File: config.mk
export PLATFORM = sky130hd
export DESIGN_NAME = mac_req_arbiter
export DESIGN_NICKNAME = d
export VERILOG_FILES = /design/src/rtl/mac_req_arbiter.sv
export SDC_FILE = /design/constraint.sdc
export NUM_CORES = 1
export LEC_CHECK = 0
export ABC_AREA = 1
export CAP_MARGIN = 10
export CORE_AREA = 2 2 201 203
export DETAILED_ROUTE_END_ITERATION = 12
export DIE_AREA = 0 0 203 205
export SLEW_MARGIN = 20
export SYNTH_ARGS = -nofsm -noshare
export SYNTH_HDL_FRONTEND = slang
export SYNTH_SLANG_ARGS = --single-unit
File: constraint.sdc
create_clock -name clk -period 2.7 [get_ports clk]
set_clock_uncertainty 0.05 [all_clocks]
set_input_delay 0.54 -clock clk [delete_from_list [all_inputs] [get_ports clk]]
set_output_delay 0.54 -clock clk [all_outputs]
set_load 0.005 [all_outputs]
File: src/rtl/mac_req_arbiter.sv
// Round-robin arbiter sharing one 3-beat a*b+c datapath among NREQ requesters.
// Accept at T; beats T+1..T+3; response at T+5. The response is held until rsp_ready[grant].
module mac_req_arbiter #(
  parameter int NREQ    = 4,
  parameter int DW      = 32,
  parameter int TIMEOUT = 4
) (
  input  logic               clk,
  input  logic               rst_,
  input  logic [NREQ-1:0]    req_valid,
  input  logic [NREQ*DW-1:0] req_a,
  input  logic [NREQ*DW-1:0] req_b,
  input  logic [NREQ*DW-1:0] req_c,
  output logic [NREQ-1:0]    req_ready,
  output logic [NREQ-1:0]    rsp_valid,
  input  logic [NREQ-1:0]    rsp_ready,
  output logic [DW-1:0]      rsp_data,
  output logic               rsp_err,
  output logic               dp_rst,
  output logic               dp_validi,
  output logic [DW-1:0]      dp_data_in,
  input  logic               dp_valido,
  input  logic [DW-1:0]      dp_data_out,
  output logic               dp_err
);

  localparam int GW = $clog2(NREQ);
  localparam int CW = $clog2(TIMEOUT + 1);

  typedef enum logic [2:0] {
    S_IDLE, S_BEAT_A, S_BEAT_B, S_BEAT_C, S_WAIT, S_RESP
  } state_t;

  state_t          r_state, w_next;
  logic [GW-1:0]   r_last_grant, r_grant, w_gnt_idx;
  logic            w_gnt_vld, w_accept, w_rsp_hs;
  logic [DW-1:0]   r_a, r_b, r_c, r_rsp_data;
  logic [CW-1:0]   r_cnt;
  logic            r_rsp_err, r_dp_err, r_dp_rst;

  // Search starts just after the last served requester, wrapping around.
  always_comb begin : p_grant
    logic [GW-1:0] cand;
    cand      = '0;
    w_gnt_vld = 1'b0;
    w_gnt_idx = '0;
    for (int k = 1; k <= NREQ; k++) begin
      cand = GW'((int'(r_last_grant) + k) % NREQ);
      if (!w_gnt_vld && req_valid[cand]) begin
        w_gnt_vld = 1'b1;
        w_gnt_idx = cand;
      end
    end
  end

  // No grant while the datapath is still held in reset.
  assign w_accept = (r_state == S_IDLE) && w_gnt_vld && !r_dp_rst;
  assign w_rsp_hs = (r_state == S_RESP) && rsp_ready[r_grant];

  always_ff @(posedge clk or negedge rst_) begin
    if (!rst_) r_state <= S_IDLE;
    else       r_state <= w_next;
  end

  always_comb begin
    w_next     = r_state;
    req_ready  = '0;
    rsp_valid  = '0;
    dp_validi  = 1'b0;
    dp_data_in = '0;
    case (r_state)
      S_IDLE: begin
        if (w_accept) begin
          req_ready = NREQ'(1) << w_gnt_idx;
          w_next    = S_BEAT_A;
        end
      end
      S_BEAT_A: begin
        dp_validi  = 1'b1;
        dp_data_in = r_a;
        w_next     = S_BEAT_B;
      end
      S_BEAT_B: begin
        dp_validi  = 1'b1;
        dp_data_in = r_b;
        w_next     = S_BEAT_C;
      end
      S_BEAT_C: begin
        dp_validi  = 1'b1;
        dp_data_in = r_c;
        w_next     = S_WAIT;
      end
      S_WAIT: begin
        if (dp_valido || (r_cnt == CW'(TIMEOUT))) w_next = S_RESP;
      end
      S_RESP: begin
        rsp_valid = NREQ'(1) << r_grant;
        if (w_rsp_hs) w_next = S_IDLE;
      end
      default: w_next = S_IDLE;
    endcase
  end

  always_ff @(posedge clk or negedge rst_) begin
    if (!rst_) begin
      r_last_grant <= GW'(NREQ - 1);
      r_grant      <= '0;
      r_a          <= '0;
      r_b          <= '0;
      r_c          <= '0;
      r_cnt        <= '0;
      r_rsp_data   <= '0;
      r_rsp_err    <= 1'b0;
      r_dp_err     <= 1'b0;
      r_dp_rst     <= 1'b1;
    end else begin
      r_dp_rst <= 1'b0;
      if (dp_valido && (r_state != S_WAIT)) r_dp_err <= 1'b1;
      case (r_state)
        S_IDLE: begin
          if (w_accept) begin
            r_grant <= w_gnt_idx;
            r_a     <= req_a[w_gnt_idx*DW +: DW];
            r_b     <= req_b[w_gnt_idx*DW +: DW];
            r_c     <= req_c[w_gnt_idx*DW +: DW];
          end
        end
        S_BEAT_C: r_cnt <= CW'(1);
        S_WAIT: begin
          if (dp_valido) begin
            r_rsp_data <= dp_data_out;
            r_rsp_err  <= 1'b0;
          end else if (r_cnt == CW'(TIMEOUT)) begin
            r_rsp_data <= '0;
            r_rsp_err  <= 1'b1;
          end else begin
            r_cnt <= r_cnt + 1'b1;
          end
        end
        S_RESP: if (w_rsp_hs) r_last_grant <= r_grant;
        default: ;
      endcase
    end
  end

  assign rsp_data = r_rsp_data;
  assign rsp_err  = r_rsp_err;
  assign dp_err   = r_dp_err;
  assign dp_rst   = r_dp_rst;

endmodule
==> impl_metrics.tcl <==
set metrics [dict create \
    cts.sinks 141 \
    required_ps 2110 \
    gr-total-overflow 0 \
    placement_rows 73 \
    clockBufferDepth 2 \
    hold_violations 0 \
    grt_max_degree 142 \
    timing.final.crit_share_pct 104 \
    io_pins 503 \
    routabilityCongestion 0.862 \
    chipHeight_um 205 \
    seq_area_frac_synth_pct 36.2 \
    cp-start-kind "register" \
    ys_ff_latch 141 \
    outcome "finished with violations" \
    dp_hpwl_um 35000 \
    violations "setup timing" \
    final_max_slew_viol_count 0 \
    fin_ws_ps -114 \
    syn-instance-count 1415 \
    end_kind "output pin" \
    wl_um 52800 \
    setup_viol 4 \
    synth.distinct_cells 30 \
    die_area_mm2 0.0416 \
    n_fill_cell 4003 \
    hold_buffers 0 \
    max_slew_margin_pct 43.7 \
    area_growth_pct 70.4 \
    routedWlPerCell_um 21.8 \
    pre_cts_ws_ps -408 \
    worstPathMaxFanout 7 \
    first_iter_violations 1200 \
    max_freq_mhz 355 \
    drt-pass1-iter-count 7 \
    cts_buffers 17 \
    clk_pin_slew_ps 70 \
    cts-root-buf "clkbuf_16" \
    fin_setup_tns_ps -433 \
    via_per_inst 5.18 \
    htree_levels 4 \
    crit_type "register to output pin" \
    cts_tree "yes" \
    port_buffers 502 \
    die_x_um 203 \
    vias 12500 \
    track_usage_pct 23.9 \
    max_cap_violations 0 \
    rsz0062_at_grt "yes" \
    yosys_warnings 0 \
    grt_pass1_wl_um 75400 \
    stdcell_area_mm2 0.0166 \
    syn_nets 1844 \
    antenna_found_initial 4 \
    netlist_area_mm2 0.00975 \
    worstPathArrival_ps 2220 \
    coreArea_mm2 0.0394 \
    start_util_pct 24.8 \
    nets 2309 \
    grt_pass1_vias 12200 \
    period_minus_slack_ps 2810 \
    ant_nets 0 \
    drive_gt1_share_pct 10.2 \
    p_leak_nw 7.55 \
    dpl_cell_area_mm2 0.0152 \
    tightest_slew_ps 845 \
    worstSkewPairLatency_ps 440 \
    syn_avg_cell_area_um2 6.89 \
    ir_worst_vdd_mv 1.50 \
    drc 0 \
    hp-class "input port to async pin" \
    powerDensity_mw_per_mm2 1440 \
]
cell usage after synthesis (all sizes together):
cell type	n	area, um2
clkinv	1	3.75
nor3	10	50.1
or2	2	12.5
nand2	504	1890
and3	1	6.26
o211ai	1	7.51
nand4	192	1200
a21o	2	15.0
clkbuf	23	86.3
buf	121	682
a21oi	2	10.0
inv	26	100
o21ai	10	50.1
a22oi	25	188
nand3	308	1550
dfrtp	138	3450
o21a	1	7.51
ha	2	25.0
dfstp	3	78.8
conb	1	3.75
a22o	32	280
nor2	8	32.5
a31oi	2	12.5
state kept, by name (all words and copies together) (netlist names):
name / flops
r_a: 32
r_b: 32
r_c: 32
rsp_data: 32
r_cnt: 3
r_state: 3
r_grant: 2
r_last_grant: 2
dp_err: 1
dp_rst: 1
rsp_err: 1
power breakdown:
part | internal, W | total [W] | switching (W)
combinational | 0.00674 | 0.0175 | 0.0108
sequential | 0.00314 | 0.00384 | 0.000699
clock | 0.00144 | 0.00248 | 0.00103
total | 0.0113 | 0.0238 | 0.0125
repair_timing:
item / in CTS / in global routing
endpoints found under the setup margin: 49 / 110
gates cloned: 4 / 5
buffers inserted: 30 / 8
gates resized for setup: 115 / 65
pin swaps: 18 / 6
stage by stage:
step | power, W | util, % | hold slack, ps | instances
5_1_grt | 0.0258 | 42.2 | 229 | 2421
6_report | 0.0238 | 42.2 | 132 | 2421
2_1_floorplan | 0.0140 | - | 194 | 1415
4_1_cts | 0.0225 | 41.4 | 203 | 2405
3_3_place_gp | 0.0189 | 38.5 | 394 | 2339
3_5_place_dp | 0.0190 | 38.5 | 408 | 2339
placed cells by master (no fill, tap or decap), types with 10 or more instances in the layout:
cell type	Yosys	final
nand2_1	504	478
clkdlybuf4s50_1	0	461
nand3_1	306	301
nand4_1	192	192
dfrtp_1	138	137
buf_4	17	46
a22o_1	32	32
a22oi_1	25	22
clkbuf_16	0	21
nand2_2	0	17
inv_1	21	16
dlygate4sd2_1	0	15
buf_6	6	14
buf_12	0	11
o21ai_0	10	10
buf_16	0	10
clkdlybuf4s15_1	0	10
path summary, 6_finish.rpt:
kind	start	endpoint	slack, ps	depth (start not counted)
hold / removal	rst_	r_c[1]	130	2
setup / recovery	r_last_grant[0]	req_ready[1]	-110	13
min in group clk	dp_err	dp_err	420	1
setup reg to reg	r_last_grant[0]	r_b[30]	100	14
max in group asynchronous	rst_	r_state[2]	1800	2
hold reg to reg	dp_err	dp_err	420	1
per-layer routing:
metal | track usage, % | share of wire [%] | up-vias
met2 | 42.5 | 51 | 480
met4 | 6.41 | 1.9 | 2
met5 | 0 | 0.025 | -
li1 | - | - | 5885
met3 | 4.72 | 6.0 | 57
met1 | 29.3 | 41 | 6109
worst max-delay path: stages, from the launching register on:
cell and delay [ps]:
dfstp_2 610, inv_4 90, buf_6 120, nand2_2 50, nand2_1 50, nor2_1 150, nor2_2 70, nand3_4 110
nand3_4 90, buf_12 150, inv_8 50, nand2_2 50, nor2_1 80, buf_2 120
layout make-up:
type | instances | area [um2] | share of cell area, %
Sequential cell | 141 | 3530 | 21.3
Multi-Input combinational cell | 1103 | 5600 | 33.7
Inverter | 27 | 119 | 0.716
Timing Repair Buffer | 590 | 6090 | 36.7
Tap cell | 525 | 657 | 3.95
Clock buffer | 21 | 470 | 2.83
Clock inverter | 11 | 133 | 0.798
Antenna cell | 3 | 7.51 | 0.0452
cells by family (layout without fill, tap and decap cells):
kind of cell / count (synthesis) / in the layout / synth area share [%]
AND/OR/NAND/NOR: 1025 / 1025 / 48.7
adder cells (fa/ha/maj): 2 / 2 / 0.257
flip-flops: 141 / 141 / 36.2
AO/OA/AOI/OAI: 75 / 75 / 5.85
other: 1 / 4 / 0.0385
buffers and inverters: 171 / 649 / 8.95
Power figures use the tool's default switching activity.
